**config.mk**
```make
export PLATFORM = sky130hd
export DESIGN_NAME = xor_descrambler_rx
export DESIGN_NICKNAME = d
export VERILOG_FILES = /design/src/rtl/xor_descrambler_rx.sv
export SDC_FILE = /design/constraint.sdc
export NUM_CORES = 1
export LEC_CHECK = 0
export CORE_UTILIZATION = 49
export CTS_CLUSTER_DIAMETER = 120
export DETAILED_ROUTE_END_ITERATION = 8
export GPL_TIMING_DRIVEN = 0
export PLACE_DENSITY = 0.73
export SLEW_MARGIN = 20
export SYNTH_ARGS = -nofsm -noshare
export SYNTH_HDL_FRONTEND = slang
export SYNTH_SLANG_ARGS = --single-unit
```
**constraint.sdc**
```tcl
create_clock -name clk -period 1.7 [get_ports clk]
set_input_delay 0.34 -clock clk [delete_from_list [all_inputs] [get_ports clk]]
set_output_delay 0.34 -clock clk [all_outputs]
set_load 0.01 [all_outputs]
```
**src/rtl/xor_descrambler_rx.sv**
```systemverilog
// Serial receiver for an x^7+x^4+1 self-synchronizing scrambled bit stream.
// After seven accepted bits the history register matches the transmitter's
// and descrambled bits are packed LSB-first into WIDTH-bit words, which are
// offered on a valid/ready output with a sticky overrun flag for dropped words.
module xor_descrambler_rx #(
    parameter int WIDTH = 8
) (
    input  logic             clk,
    input  logic             rst_n,
    input  logic             in_bit,
    input  logic             in_valid,
    input  logic             resync,
    output logic [WIDTH-1:0] out_data,
    output logic             out_valid,
    input  logic             out_ready,
    output logic             locked,
    output logic             overrun
);

    localparam int CNT_W = (WIDTH > 2) ? $clog2(WIDTH) : 1;
    localparam logic [CNT_W-1:0] LAST_POS = CNT_W'(WIDTH - 1);
    localparam logic [2:0] FILL_LAST = 3'd6;

    typedef enum logic {
        ST_SYNC = 1'b0,
        ST_RUN  = 1'b1
    } state_t;

    state_t             state_q, state_d;
    logic [6:0]         sr_q, sr_d;
    logic [2:0]         fill_q, fill_d;
    logic [CNT_W-1:0]   bit_cnt_q, bit_cnt_d;
    logic [WIDTH-1:0]   word_q, word_d;
    logic [WIDTH-1:0]   out_data_q, out_data_d;
    logic               out_valid_q, out_valid_d;
    logic               overrun_q, overrun_d;

    logic               accept;
    logic               desc_bit;
    logic               word_done;
    logic [WIDTH-1:0]   done_word;

    // A bit counts only when valid and not swallowed by a resync request.
    always_comb begin
        accept   = in_valid & ~resync;
        desc_bit = in_bit ^ sr_q[6] ^ sr_q[3];
    end

    // History of received (still scrambled) bits, oldest bit at sr[6].
    always_comb begin
        sr_d = sr_q;
        if (accept) begin
            sr_d = {sr_q[5:0], in_bit};
        end
    end

    // SYNC waits for seven bits to fill the history, then RUN decodes.
    always_comb begin
        state_d = state_q;
        fill_d  = fill_q;
        if (resync) begin
            state_d = ST_SYNC;
            fill_d  = 3'd0;
        end else if (accept) begin
            case (state_q)
                ST_SYNC: begin
                    if (fill_q == FILL_LAST) begin
                        state_d = ST_RUN;
                        fill_d  = 3'd0;
                    end else begin
                        fill_d = fill_q + 3'd1;
                    end
                end
                ST_RUN: begin
                    fill_d = 3'd0;
                end
                default: begin
                    state_d = ST_SYNC;
                    fill_d  = 3'd0;
                end
            endcase
        end
    end

    // LSB-first word assembly; done_word carries the finished word for one cycle.
    always_comb begin
        bit_cnt_d = bit_cnt_q;
        word_d    = word_q;
        word_done = 1'b0;
        done_word = word_q;
        if (resync) begin
            bit_cnt_d = '0;
            word_d    = '0;
        end else if (accept && (state_q == ST_RUN)) begin
            done_word[bit_cnt_q] = desc_bit;
            if (bit_cnt_q == LAST_POS) begin
                word_done = 1'b1;
                bit_cnt_d = '0;
                word_d    = '0;
            end else begin
                bit_cnt_d = bit_cnt_q + 1'b1;
                word_d    = done_word;
            end
        end
    end

    // Output holding register: a new word may replace one being consumed this cycle.
    always_comb begin
        out_data_d  = out_data_q;
        out_valid_d = out_valid_q & ~out_ready;
        overrun_d   = overrun_q;
        if (word_done) begin
            if (!out_valid_q || out_ready) begin
                out_data_d  = done_word;
                out_valid_d = 1'b1;
            end else begin
                overrun_d = 1'b1;
            end
        end
    end

    // State registers with synchronous active-low reset.
    always_ff @(posedge clk) begin
        if (!rst_n) begin
            state_q     <= ST_SYNC;
            sr_q        <= '0;
            fill_q      <= '0;
            bit_cnt_q   <= '0;
            word_q      <= '0;
            out_data_q  <= '0;
            out_valid_q <= 1'b0;
            overrun_q   <= 1'b0;
        end else begin
            state_q     <= state_d;
            sr_q        <= sr_d;
            fill_q      <= fill_d;
            bit_cnt_q   <= bit_cnt_d;
            word_q      <= word_d;
            out_data_q  <= out_data_d;
            out_valid_q <= out_valid_d;
            overrun_q   <= overrun_d;
        end
    end

    assign out_data  = out_data_q;
    assign out_valid = out_valid_q;
    assign locked    = (state_q == ST_RUN);
    assign overrun   = overrun_q;

endmodule

```
==> run metrics <==
Worst Skew=17.5 ps; smallest hold slack=467 ps; fillers=240; final wirelength=2920 um; final core utilization=0.643; Worst Reg-to-Reg Cells=6; Tcrit/Tclk final=0.947; critical path fanouts, max=8; worst hold path type=reg2reg; post-synth top area cell=dfxtp_1; peak supply drop=0.000639 V; total track usage=0.200; Max Cap Viol=0; Synth Area in Compound Gates=0.179; CP startpoint kind=flip-flop; Post-Syn Nets=165; NetSw=304 uW; max incr delay on CP=370 ps; post-synthesis simple-gate area fraction=0.238; Clk Latency, worst-skew pair=340 ps; Hold Crit Depth=2; Clock Tree Root=clkbuf_4; Reg clk slew, reported paths=110 ps; drt wl/cell=13.8 um; pre-CTS WS=-257 ps; Slew @ Worst Pin=393 ps; synth-to-layout area growth=24.7%; total grt overflow=0; fin. max-slew vios=0; Combinational Power Share=0.046; Sw Ratio=0.206; Clk pwr share=0.444; worst hold start=sr_q[5]; mux cell area share after synthesis=0.0563; #FFs+latches synth=32; chip width=55.9 um; starting density of the core=0.515; min cycle time layout=1610 ps; CTS tree=done; most numerous cell in the Yosys netlist=dfxtp_1; fraction of layout cells with a size suffix above 1=0.149; Power Dens Cells=832 nW/um^2; post-synthesis instance total=157; crit path DAT=1870 ps; Slew headroom=0.737; CP max stage cell=dfxtp_2; Clock Sinks=32; largest net degree at the start of global routing=11; total power=1.47 mW; main combinational cell family by area after synthesis=simple AND/OR/NAND/NOR gates; Synth top area share=0.451; Site Rows=19; Req. time, crit path=1960 ps; vias in the first global route=1,106; Die ar.=3120 um^2; Post-Place Cell Area=1620 um^2; io pins=17; Clock Path Buffers=2; 1st-pass router iterations=6; RePlAce Congestion=0.821; final hold viol count=0; post-synth cell types=32; crit path cell chain=ha_1 -> ha_4 -> nand4b_1 -> nor2b_4 -> nand2_4 -> o2bb2ai_1; worst r2r src=bit_cnt_q[0]; final setup vio count=0; Diodes inserted=0; Synth Area in XOR/XNOR=0.0176; fmax=621 MHz; Final nets=188; post-route cell area=1770 um^2; P_int=1.17 mW; Non-Filler Instances=212; Synth top cells by count=dfxtp_1, nand2_1, nor2_1; synth warn=0; DP HPWL=2060 um; Post-synth EDFFs=0; register area share after synthesis=0.451; Synth async-reset ratio=0; outcome=completed; worst setup margin=89.9 ps; core area=2760 um^2; Final ANT Viol Nets=0; CP endpoint kind=flip-flop; Mapped Avg Cell Area=9.05 um^2; crit path from=bit_cnt_q[0]; Mapped Area=1420 um^2; Port-buffer cells=16; Top FF cell, synth=dfxtp_1; Inst Count DP=204; Num CTS Buffers=5; Die Y=55.9 um; WS Path Type=reg2reg; first-pass GRT wire length=4770 um; leakage=0.590 nW; Initial DRC Count=45; vias=1,182; # DRC=0; Synth Area in Adders=0.0176; initial antenna violation count=0; top cells by area, synth=dfxtp_1, nand2_1, mux2i_1; vias per cell=5.58; setup tns final=0 ps; Post-CTS Hold Fix Bufs=0; Seq pwr share=0.510; Max H-tree Level=2
-- power groups by stage --
| stage | Sequential [mW] | Clock, mW | Combinational [mW] |
|---|---|---|---|
| after floorplan | 0.770 | 0 | 0.0405 |
| after global placement | 0.771 | 0 | 0.0651 |
| after detailed placement | 0.771 | 0 | 0.0659 |
| after CTS | 0.753 | 0.663 | 0.0661 |
| after global routing | 0.752 | 0.697 | 0.0736 |
| final | 0.752 | 0.654 | 0.0683 |
-- metal layers --
metal	share of wire	wire length [um]	GRT usage	up-vias
met1	0.47	1370	0.241	559
met3	0.027	79	0.0791	4
li1	-	-	-	598
met4	0.011	32	0.0801	0
met2	0.49	1440	0.322	21
met5	0	0	0	-
-- cells by family (layout without fill, tap and decap cells) --
group           count (synthesis)  in the layout
simple gates                   68             68
buf+inv                        10             34
fa+ha+maj                       2              2
flops                          32             32
mux                             8              8
compound gates                 35             35
xor+xnor                        2              2
-- layout by cell type (no fill, tap or decap), drive strengths merged, types with 4 or more instances in the layout --
| master | Yosys | final |
|---|---|---|
| a21boi | 8 | 8 |
| nor2 | 14 | 14 |
| a21oi | 10 | 10 |
| nand2b | 5 | 5 |
| nor2b | 6 | 6 |
| buf | 5 | 6 |
| clkbuf | 2 | 8 |
| o2bb2ai | 8 | 8 |
| dfxtp | 32 | 32 |
| nand2 | 25 | 25 |
| o32ai | 4 | 4 |
| clkdlybuf4s50 | 0 | 16 |
| nor3 | 12 | 12 |
| mux2i | 8 | 8 |
-- sequential cells by signal, indices dropped and copies added, names as in the netlist --
register,count
locked,1
fill_q,3
overrun,1
sr_q,7
out_data,8
out_valid,1
word_q,8
bit_cnt_q,3
-- timing repair --
| action | CTS | global route |
|---|---|---|
| buffers inserted | 0 | 1 |
| gates resized for setup | 5 | 9 |
| pin swaps | 0 | 1 |
| endpoints found under the setup margin | 12 | 9 |
-- area by class of cell --
type                            count  area (um^2)  area share
Buffer                              6         43.8      0.0247
Clock buffer                        7         65.1      0.0367
Clock inverter                      1         30.0      0.0169
Inverter                            3         11.3     0.00635
Multi-Input combinational cell    115          769       0.434
Sequential cell                    32          647       0.365
Tap cell                           31         38.8      0.0219
Timing Repair Buffer               17          168      0.0946
-- critical path, delay by kind of cell (launching register included) --
| kind | cells | cell delay, ps |
|---|---|---|
| AND/OR/NAND/NOR | 3 | 600 |
| flip-flops | 1 | 370 |
| adder cells (fa/ha/maj) | 2 | 370 |
| AO/OA/AOI/OAI | 1 | 180 |
-- worst paths after layout --
path / to / slack (ps)
hold reg to reg: sr_q[6] / 470
hold / removal: sr_q[6] / 470
setup / recovery: out_data[0] / 90
setup reg to reg: out_data[0] / 90
Power figures use the tool's default switching activity.
